**src/rtl/hwt_bist_pkg.sv**
```systemverilog
// Shared types and the golden reference function for the gate-level BIST controller.
// golden_y is also used by the testbench scoreboard.
package hwt_bist_pkg;

  typedef enum logic [1:0] {
    IDLE   = 2'd0,
    SETTLE = 2'd1,
    SAMPLE = 2'd2,
    DONE   = 2'd3
  } state_t;

  localparam int VEC_W = 4;

  // vec = {A,B,C,D}; Y = D & ((A & B) | C)
  function automatic logic golden_y(input logic [VEC_W-1:0] vec);
    return vec[0] & ((vec[3] & vec[2]) | vec[1]);
  endfunction

endpackage

```
**src/rtl/hwt_bist_vecgen.sv**
```systemverilog
// Vector sweep counter (0x0..0xF) with a pass counter that advances on wrap.
// The vector register doubles as the registered drive into the block under test.
module hwt_bist_vecgen
  import hwt_bist_pkg::*;
#(
  parameter int NUM_PASSES = 1
) (
  input  logic             clk,
  input  logic             rst_n,
  input  logic             clear,
  input  logic             step,
  output logic [VEC_W-1:0] vec,
  output logic             last_vec,
  output logic             last_pass
);

  logic [7:0] pass_cnt;

  always_ff @(posedge clk or negedge rst_n) begin
    if (!rst_n) begin
      vec      <= '0;
      pass_cnt <= '0;
    end else if (clear) begin
      vec      <= '0;
      pass_cnt <= '0;
    end else if (step) begin
      // 4-bit vector wraps 0xF -> 0x0 on its own; the pass counter follows the wrap
      vec <= vec + 4'd1;
      if (last_vec) pass_cnt <= pass_cnt + 8'd1;
    end
  end

  assign last_vec  = (vec == 4'hF);
  assign last_pass = (pass_cnt == 8'(NUM_PASSES - 1));

endmodule

```
**src/rtl/hwt_bist_ctrl.sv**
```systemverilog
// BIST controller: sweeps all 16 input vectors into the function block, compares Y
// with the golden function, counts mismatches (saturating) and captures the first failing vector.
module hwt_bist_ctrl
  import hwt_bist_pkg::*;
#(
  parameter int NUM_PASSES    = 1,
  parameter int SETTLE_CYCLES = 1,
  parameter int CNT_W         = 8
) (
  input  logic             clk,
  input  logic             rst_n,
  input  logic             start,
  input  logic             abort,
  input  logic             dut_y,
  output logic             dut_a,
  output logic             dut_b,
  output logic             dut_c,
  output logic             dut_d,
  output logic             busy,
  output logic             done,
  output logic             pass,
  output logic [CNT_W-1:0] fail_count,
  output logic [3:0]       first_fail_vec,
  output logic             first_fail_valid,
  output state_t           dbg_state
);

  localparam logic [CNT_W-1:0] CNT_MAX    = {CNT_W{1'b1}};
  localparam logic [3:0]       SETTLE_END = 4'(SETTLE_CYCLES - 1);

  state_t           state;
  logic [3:0]       settle_cnt;
  logic [VEC_W-1:0] vec;
  logic             last_vec;
  logic             last_pass;
  logic             gen_clear;
  logic             gen_step;
  logic             mismatch;

  // Handshake: start is a one-cycle request accepted only in IDLE; abort is
  // honoured in every state and takes priority over start; done is a one-cycle
  // completion pulse and pass/fail_count/first_fail_* stay valid until the next accepted start.

  hwt_bist_vecgen #(
    .NUM_PASSES(NUM_PASSES)
  ) u_vecgen (
    .clk      (clk),
    .rst_n    (rst_n),
    .clear    (gen_clear),
    .step     (gen_step),
    .vec      (vec),
    .last_vec (last_vec),
    .last_pass(last_pass)
  );

  // The vector goes back to 0 on start, abort and the final sample, so the
  // block inputs read 0 whenever the controller is idle.
  always_comb begin
    gen_clear = 1'b0;
    gen_step  = 1'b0;
    if (abort) begin
      gen_clear = 1'b1;
    end else begin
      case (state)
        IDLE:    gen_clear = start;
        SAMPLE: begin
          if (last_vec && last_pass) gen_clear = 1'b1;
          else                       gen_step  = 1'b1;
        end
        default: ;
      endcase
    end
  end

  assign mismatch = (state == SAMPLE) && (dut_y != golden_y(vec));

  always_ff @(posedge clk or negedge rst_n) begin
    if (!rst_n) begin
      state            <= IDLE;
      settle_cnt       <= '0;
      busy             <= 1'b0;
      done             <= 1'b0;
      pass             <= 1'b0;
      fail_count       <= '0;
      first_fail_vec   <= '0;
      first_fail_valid <= 1'b0;
    end else begin
      done <= 1'b0;
      if (abort) begin
        state <= IDLE;
        busy  <= 1'b0;
      end else begin
        case (state)
          IDLE: begin
            if (start) begin
              fail_count       <= '0;
              first_fail_valid <= 1'b0;
              pass             <= 1'b0;
              busy             <= 1'b1;
              settle_cnt       <= '0;
              state            <= SETTLE;
            end
          end
          SETTLE: begin
            if (settle_cnt == SETTLE_END) state <= SAMPLE;
            else                          settle_cnt <= settle_cnt + 4'd1;
          end
          SAMPLE: begin
            settle_cnt <= '0;
            if (mismatch) begin
              if (fail_count != CNT_MAX) fail_count <= fail_count + 1'b1;
              if (!first_fail_valid) begin
                first_fail_vec   <= vec;
                first_fail_valid <= 1'b1;
              end
            end
            if (last_vec && last_pass) begin
              state <= DONE;
              busy  <= 1'b0;
              done  <= 1'b1;
              // Include this cycle's compare, which has not reached fail_count yet
              pass  <= (fail_count == '0) && !mismatch;
            end else begin
              state <= SETTLE;
            end
          end
          DONE:    state <= IDLE;
          default: state <= IDLE;
        endcase
      end
    end
  end

  assign {dut_a, dut_b, dut_c, dut_d} = vec;
  assign dbg_state = state;

endmodule

```
**config.mk**
```make
export PLATFORM = sky130hd
export DESIGN_NAME = hwt_bist_ctrl
export DESIGN_NICKNAME = d
export VERILOG_FILES = /design/src/rtl/hwt_bist_pkg.sv /design/src/rtl/hwt_bist_vecgen.sv /design/src/rtl/hwt_bist_ctrl.sv
export SDC_FILE = /design/constraint.sdc
export NUM_CORES = 1
export LEC_CHECK = 0
export CORE_MARGIN = 2
export CORE_UTILIZATION = 25
export CTS_CLUSTER_SIZE = 12
export DETAILED_ROUTE_END_ITERATION = 7
export SLEW_MARGIN = 5
export SYNTH_ARGS = -nofsm -noshare
export SYNTH_HDL_FRONTEND = slang
export SYNTH_HIERARCHICAL = 1
export SYNTH_SLANG_ARGS = --single-unit
```
**constraint.sdc**
```tcl
create_clock -name clk -period 2.85 [get_ports clk]
set_input_delay 0.57 -clock clk [delete_from_list [all_inputs] [get_ports clk]]
set_output_delay 0.57 -clock clk [all_outputs]
set_load 0.05 [all_outputs]
```
==> impl_metrics.toml, run 1 <==
[power_and_ir_drop]
p_leak_nw = 1.02
pwr-share-clk_pct = 32.6
p_sw_share_pct = 31.2
p_per_area_nw_per_um2 = 464
seqPwrFrac_pct = 46.0
ir_worst_vdd_mv = 0.271
power.total_mw = 1.14
p_int_mw = 0.781
combPwrFrac_pct = 21.3
power_switching_mw = 0.354

[setup_path]
critPathMaxFanout = 4
critPathLaunchType = "register"
worstPathArrival_ns = 2.69
critPathKind = "reg2reg"
critical_path_required_ns = 3.02
regToRegSetupSlack_ns = 0.33
crit_path_end_kind = "register"

[detailed_routing]
wirelength_um = 4350
routedWlPerCell_um = 13.0
vias_per_cell = 4.87
drc_errors = 0
detail-route-antenna-nets = 0
dr.pass1.iters = 4
drtIter0Drc = 98
dr_total_vias = 1625

[die]
die_area_um2 = 8490
io_pins = 27
start_util_pct = 25.5
rows = 32
die_w_um = 92.1
die_h_um = 92.1
core_area_um2 = 7610

[clock_network]
cts_sinks = 34
cts_root_buf = "clkbuf_8"
cts_setup_buffers = 0
cts_max_path_buffers = 2
cts_hold_buf = 0
clk_pin_slew_ns = 0.07
cts_max_level = 2
cts_tree = "built"
clk_latency_ns = 0.28
cts_buffers = 5
ctsResizeCount = 0

[global_route]
grt_max_degree = 35
overflow = 0
grt_pass1_vias = 1583
grt_usage_pct = 11.1
antenna_found_initial = 0
grt_pass1_wl_um = 7670

[sta]
fin_skew_ns = 0.00757
min_period_ns = 2.52
fin_crit_sh_pct = 88.3
slew_viol_final = 0
tightest_slew_ns = 0.685
fmax_mhz = 397
slew-limit-headroom_pct = 53.9
finalSetupTns_ns = 0
setup_viol = 0
rsz0062_at_grt = "no"
hold_violations = 0

[logic_synthesis]
synth_nets = 209
ys_seq_elements = 34
synth_area_leaders = "dfrtp_1 44%, ha_1 4.5%, a21oi_1 3.4%, mux2_4 3.1%, nor2_1 2.5%"
yosys.cell_types.count = 51
syn-cell-area_um2 = 1940
yosys.cell_count.top_type = "dfrtp_1"
synth_top_area_share_pct = 43.8
synth_warnings = 6
syn_avg_cell_area_um2 = 9.86
synth_edf_count = 0
synthCells = 197
yosysTopAreaCell = "dfrtp_1"
ys.flop_type = "dfrtp_1"
ys_top_cells_by_count = "34 x dfrtp_1, 13 x a21oi_1, 13 x nor2_1"
yosysSeqAreaShare_pct = 43.8
ys_async_sr_fraction_pct = 100

[job]
maxCapViolations = 0

[hold_path]
hold_path.class = "reg2reg"

[cells_and_area]
syn_to_final_growth_pct = 25.9
num_antenna_cells = 0
nets = 243
multi_input_area_um2 = 1030
seqCellArea_um2 = 851
n_fill_cell = 785
drive_above_1_share_pct = 13.4

[place]
gp_congestion = 0.811
dp_hpwl_um = 3000
io_buffer_count = 26

[status]
run_status = "complete, no violations"
==> final timing paths <==
kind                            cells after the start                    to            startpoint
max in group asynchronous                           2       u_vecgen/vec[1]                 rst_n
worst max-delay path                                7                  pass  u_vecgen/pass_cnt[0]
worst min-delay path                                1     first_fail_vec[3]     first_fail_vec[3]
min in group asynchronous                           2  u_vecgen/pass_cnt[6]                 rst_n
worst max register to register                      7                  pass  u_vecgen/pass_cnt[0]
worst min register to register                      1     first_fail_vec[3]     first_fail_vec[3]
==> registers in the layout, indices dropped and copies added (netlist names) <==
name and count:
done 1, first_fail_vec 4, dbg_state 2, first_fail_valid 1
u_vecgen/vec 4, settle_cnt 4, pass 1, u_vecgen/pass_cnt 8
fail_count 8, busy 1
==> per-stage QoR <==
step	area [um^2]	cells	util, %	worst slack, ns	hold WS [ns]
floorplan	1940	197	-	0.450	0.274
global placement	2350	326	30.9	0.318	0.498
detailed placement	2350	326	30.9	0.241	0.500
CTS	2440	334	32.1	0.303	0.518
global route	2440	334	32.1	0.127	0.541
finish	2440	334	32.1	0.334	0.509
==> cell families after synthesis <==
logic type	count (synthesis)	synth area share (%)
AOI/OAI and AO/OA	50	17.3
xor gates and xnor gates	4	1.80
adders and majority gates	7	4.51
buffers and inverters	15	3.22
DFF	34	43.8
muxes	10	6.38
and+or+nand+nor	77	23.0
==> critical path: stages, from the launching register on <==
cell and delay, ns:
dfrtp_1 0.41, inv_1 0.10, ha_1 0.14, or4b_2 0.57, nor4_1 0.42, nand2_1 0.23, a21oi_1 0.20, mux2_2 0.34
==> area by class of cell <==
| class | count | share of cell area, % |
|---|---|---|
| clock buffers | 7 | 3.53 |
| clock inverters | 1 | 0.205 |
| inverters | 9 | 1.38 |
| multi-input cells | 148 | 42.1 |
| flip-flops and latches | 34 | 34.8 |
| well taps | 102 | 5.22 |
| repair buffers | 33 | 12.8 |
==> power groups by stage <==
stage / clock network [mW] / logic [mW] / registers [mW]
final: 0.371 / 0.242 / 0.522
after global routing: 0.407 / 0.266 / 0.526
after CTS: 0.383 / 0.246 / 0.523
after detailed placement: 0 / 0.245 / 0.532
after global placement: 0 / 0.241 / 0.531
after floorplan: 0 / 0.0915 / 0.592
==> cell usage in the layout, fill, tap and decap left out, types with 4 or more instances in the layout <==
| cell | instances |
|---|---|
| clkdlybuf4s50_1 | 26 |
| a21oi_1 | 13 |
| nand2b_1 | 4 |
| buf_4 | 7 |
| nand3_1 | 7 |
| clkbuf_8 | 6 |
| dfrtp_1 | 34 |
| mux2_4 | 4 |
| a31oi_1 | 7 |
| ha_1 | 7 |
| inv_1 | 9 |
| nand4_1 | 7 |
| nand2_1 | 11 |
| nor2_1 | 13 |
| o21ai_0 | 8 |
| nor4_1 | 6 |
==> per-layer routing <==
layer / routed length [um] / global-route usage (%)
met4: 38 / 3.11
met3: 144 / 2.79
met5: 0 / 0
met2: 1920 / 17.2
met1: 2250 / 15.5
(Power assumes the default switching activity.)
==> run 2: changes to the inputs <==
- PLACE_DENSITY: default -> 0.55
- clock period: 2.85 -> 2.9 ns (I/O delays scaled with it)
==> run 2 against run 1 <==
Net effect:
- sequential power is 1% lower
- combinational power is 5% lower
- worst hold slack better by 0.0035 ns
- setup slack hardly changed
- die area stayed put
- register-to-register slack hardly changed
- final cell count stayed put
- first-iteration DRC count is 26% lower
- sequential share of layout area is 0.071 points higher
- count of clock-buffer cells in the layout is 2 lower
- wire length is 0.14% higher
- largest power group unchanged
- highest routed layer unchanged
==> impl_metrics.toml, run 2 (same netlist as run 1, synthesis figures left out) <==
[setup_path]
cp.buffers_inverters = 2
cpMaxStageDelayCell = "or4b_2"
critical_path_depth = 9
worstPathArrival_ns = 2.74
critical_path_required_ns = 3.07
ff2ff_path_depth = 9
critPathLaunchType = "register"
critPathKind = "reg2reg"
crit_chain = "inv_1, ha_1, or4b_2, nor4_1, a21oi_1, nand4_2, buf_4, mux2i_1, nor2_1"
cp_top_family = "simple AND/OR/NAND/NOR gates"
critPathMaxFanout = 10
slowest_delay_ns = 0.57
crit_path_end_kind = "register"

[cells_and_area]
drive_above_1_share_pct = 13.8
nets = 244
num_antenna_cells = 0
post-route-util_pct = 32.1
reg.largest.list = "fail_count (8), u_vecgen/pass_cnt (8)"
final_cell_mix = "34 x dfrtp_1, 26 x clkdlybuf4s50_1, 13 x nor2_1, 13 x a21oi_1, 11 x nand2_1"
layout_commonest_cell = "dfrtp_1"
final_cell_area_um2 = 2440
syn_to_final_growth_pct = 25.6

[global_route]
antenna_found_initial = 0
grt_pass1_wl_um = 7470
grt_max_degree = 35
grt.busiest_layer = "met2"
grt_pass1_vias = 1559
overflow = 0
use_met1_pct = 15.0
grt_usage_pct = 10.9
use_met2_pct = 16.5
grt_util_met3_pct = 3.12

[hold_path]
hold_depth = 1
hold_path.class = "reg2reg"

[clock_network]
cts_setup_buffers = 0
cts_sinks = 34
cts_max_level = 2
clk_latency_ns = 0.29
clk_pin_slew_ns = 0.07
cts_tree = "built"
cts_hold_buf = 0
ctsResizeCount = 0
cts_root_buf = "clkbuf_8"
cts_max_path_buffers = 2
cts_buffers = 5

[sta]
fmax_mhz = 390
finalWorstSetupSlack_ns = 0.334
hold_violations = 0
slew-limit-headroom_pct = 54.6
slew_viol_final = 0
finalSetupTns_ns = 0
fin_hold_ws_ns = 0.513
rsz0062_at_grt = "no"
min_period_ns = 2.57
fin_crit_sh_pct = 88.5
setup_viol = 0
fin_skew_ns = 0.00598
tightest_slew_ns = 0.674

[detailed_routing]
drc_errors = 0
dr.pass1.iters = 4
detail-route-antenna-nets = 0
vias_per_cell = 4.82
drtIter0Drc = 73
wirelength_um = 4360
routedWlPerCell_um = 13.0
dr_total_vias = 1610

[die]
die_h_um = 92.1
die_area_um2 = 8490
die_w_um = 92.1
io_pins = 27
core_area_um2 = 7610
rows = 32
start_util_pct = 25.5

[status]
run_status = "complete, no violations"

[place]
place_area_um2 = 2360
gp_congestion = 0.798
dp_slack_ns = 0.347
io_buffer_count = 26
dp_hpwl_um = 3060

[power_and_ir_drop]
ir_worst_vdd_mv = 0.248
p_per_area_nw_per_um2 = 446
p_leak_nw = 1.02

[job]
maxCapViolations = 0
-- run 2: worst paths after layout --
path | start | to | slack, ns
max | u_vecgen/pass_cnt[0] | u_vecgen/pass_cnt[1] | 0.33
min | first_fail_vec[2] | first_fail_vec[2] | 0.51
max reg2reg | u_vecgen/pass_cnt[0] | u_vecgen/pass_cnt[1] | 0.33
min reg2reg | first_fail_vec[2] | first_fail_vec[2] | 0.51
max in group asynchronous | rst_n | u_vecgen/pass_cnt[1] | 1.87
min in group asynchronous | rst_n | first_fail_vec[3] | 0.72
-- run 2: final cells by class --
class | instances | area [um^2]
Fill cell | 810 | 5170
Inverter | 9 | 33.8
Multi-Input combinational cell | 148 | 1030
Sequential cell | 34 | 851
Clock inverter | 2 | 10.0
Clock buffer | 5 | 68.8
Tap cell | 102 | 128
Timing Repair Buffer | 34 | 320
-- run 2: stage by stage --
step,power (mW),instances
global placement,0.759,327
detailed placement,0.759,327
floorplan,0.672,197
finish,1.09,334
global route,1.15,334
CTS,1.10,334
-- run 2: metal layers --
metal | share of wire (%) | vias to the layer above
met5 | 0 | -
met4 | 1.1 | 0
met1 | 51 | 763
met2 | 43 | 26
li1 | - | 813
met3 | 4.2 | 8
-- run 2: power by group --
part | switching [mW] | internal (mW)
clock network | 0.177 | 0.161
logic | 0.148 | 0.0832
registers | 0.0259 | 0.491
total | 0.351 | 0.736
==> run 3: changes to the inputs <==
- GPL_ROUTABILITY_DRIVEN: default -> 0
- GPL_TIMING_DRIVEN: default -> 0
- SLEW_MARGIN: 5 -> 20
==> run 3 against run 2 <==
Net effect:
- non-clock buffer count down 1
- global-route usage rose by 0.64 points
- count of clock-buffer cells in the layout grew 2
- highest routed layer unchanged
- largest cell class unchanged
- largest power group unchanged
- fmax down 2.1%
==> impl_metrics.toml, run 3 (same netlist as run 1, synthesis figures left out) <==
[setup_path]
critical_path_depth = 9
critical_path_required_ns = 3.06
critPathKind = "reg2reg"
crit_path_end_kind = "register"
cp.buffers_inverters = 2
crit_chain = "inv_1, ha_1, or4b_2, nor4_2, a21oi_1, nand4_2, buf_4, mux2i_1, nor2_1"
slowest_delay_ns = 0.61
worstPathArrival_ns = 2.78
cpMaxStageDelayCell = "or4b_2"
cp_top_family = "simple AND/OR/NAND/NOR gates"
critPathLaunchType = "register"
critPathMaxFanout = 10
ff2ff_path_depth = 9

[cells_and_area]
syn_to_final_growth_pct = 25.8
n_fill_cell = 819
post-route-util_pct = 32.1
drive_above_1_share_pct = 12.9
num_antenna_cells = 0
final_cell_count_no_fill = 334
layout_commonest_cell = "dfrtp_1"
reg.largest.list = "fail_count (8), u_vecgen/pass_cnt (8)"
final_cell_mix = "34 x dfrtp_1, 25 x clkdlybuf4s50_1, 13 x nor2_1, 13 x a21oi_1, 11 x nand2_1"
nets = 243

[die]
die_h_um = 92.1
core_area_um2 = 7610
die_area_um2 = 8490
start_util_pct = 25.5
die_w_um = 92.1
io_pins = 27
rows = 32

[clock_network]
cts_root_buf = "clkbuf_8"
cts_setup_buffers = 0
cts_max_path_buffers = 2
cts_tree = "built"
cts_sinks = 34
ctsResizeCount = 0
clk_pin_slew_ns = 0.07
clk_latency_ns = 0.29
cts_hold_buf = 0
cts_max_level = 2
cts_buffers = 5

[detailed_routing]
drtIter0Drc = 49
vias_per_cell = 5.02
dr.pass1.iters = 4
dr_total_vias = 1676
wirelength_um = 4560
drc_errors = 0
routedWlPerCell_um = 13.7
detail-route-antenna-nets = 0

[sta]
slew-limit-headroom_pct = 53.0
hold_violations = 0
min_period_ns = 2.62
finalSetupTns_ns = 0
fmax_mhz = 382
slew_viol_final = 0
tightest_slew_ns = 0.697
setup_viol = 0
fin_skew_ns = 0.00863
fin_crit_sh_pct = 90.3
finalWorstSetupSlack_ns = 0.280
rsz0062_at_grt = "no"

[status]
run_status = "complete, no violations"

[global_route]
overflow = 0
grt_max_degree = 24
grt_pass1_vias = 1597
grt_pass1_wl_um = 7940
antenna_found_initial = 0
grt_usage_pct = 11.6

[power_and_ir_drop]
p_per_area_nw_per_um2 = 456
power.total_mw = 1.11
p_leak_nw = 1.01
ir_worst_vdd_mv = 0.173

[place]
dp.cells = 326
dp_hpwl_um = 3340
io_buffer_count = 26
dp_slack_ns = 0.102

[hold_path]
hold_path.class = "in2async"

[job]
maxCapViolations = 0
run 3: routing by layer:
layer / vias up / track usage (%) / routed length, um
li1: 811 / - / -
met5: - / 0 / 0
met2: 34 / 18.4 / 2180
met1: 827 / 15.7 / 2200
met3: 4 / 2.47 / 131
met4: 0 / 3.61 / 53
run 3: where the power goes:
group	internal [mW]	total, mW	switching [mW]
clock network	0.192	0.369	0.177
logic	0.0787	0.227	0.148
registers	0.491	0.518	0.0271
total	0.762	1.11	0.353
run 3: final timing paths:
check | slack [ns] | startpoint | end
worst min-delay path | 0.17 | rst_n | u_vecgen/pass_cnt[7]
worst max-delay path | 0.28 | u_vecgen/pass_cnt[0] | u_vecgen/pass_cnt[1]
worst max register to register | 0.28 | u_vecgen/pass_cnt[0] | u_vecgen/pass_cnt[1]
min in group clk | 0.51 | first_fail_vec[2] | first_fail_vec[2]
worst min register to register | 0.51 | first_fail_vec[2] | first_fail_vec[2]
max in group asynchronous | 2.31 | rst_n | fail_count[6]
run 3: worst reg2reg max path, delay by kind of cell, from the launching register on:
| family | cells | cell delay, ns |
|---|---|---|
| multiplexers | 1 | 0.21 |
| flip-flops | 1 | 0.42 |
| AND/OR/NAND/NOR | 4 | 1.17 |
| buffers and inverters | 2 | 0.31 |
| AO/OA/AOI/OAI | 1 | 0.25 |
| adder cells (fa/ha/maj) | 1 | 0.15 |
run 3: final cells by class:
class / count / area [um^2] / area share (%)
Multi-Input combinational cell: 148 / 1030 / 42.4
Sequential cell: 34 / 851 / 34.8
Clock inverter: 1 / 5.00 / 0.205
Tap cell: 102 / 128 / 5.23
Buffer: 6 / 28.8 / 1.18
Clock buffer: 7 / 86.3 / 3.53
Timing Repair Buffer: 27 / 275 / 11.3
Inverter: 9 / 33.8 / 1.38
run 3: stage by stage:
stage          area (um^2)  hold WS [ns]
2_1_floorplan         1940         0.284
3_3_place_gp          2330         0.498
3_5_place_dp          2340         0.492
4_1_cts               2440         0.173
5_1_grt               2440         0.189
6_report              2440         0.167
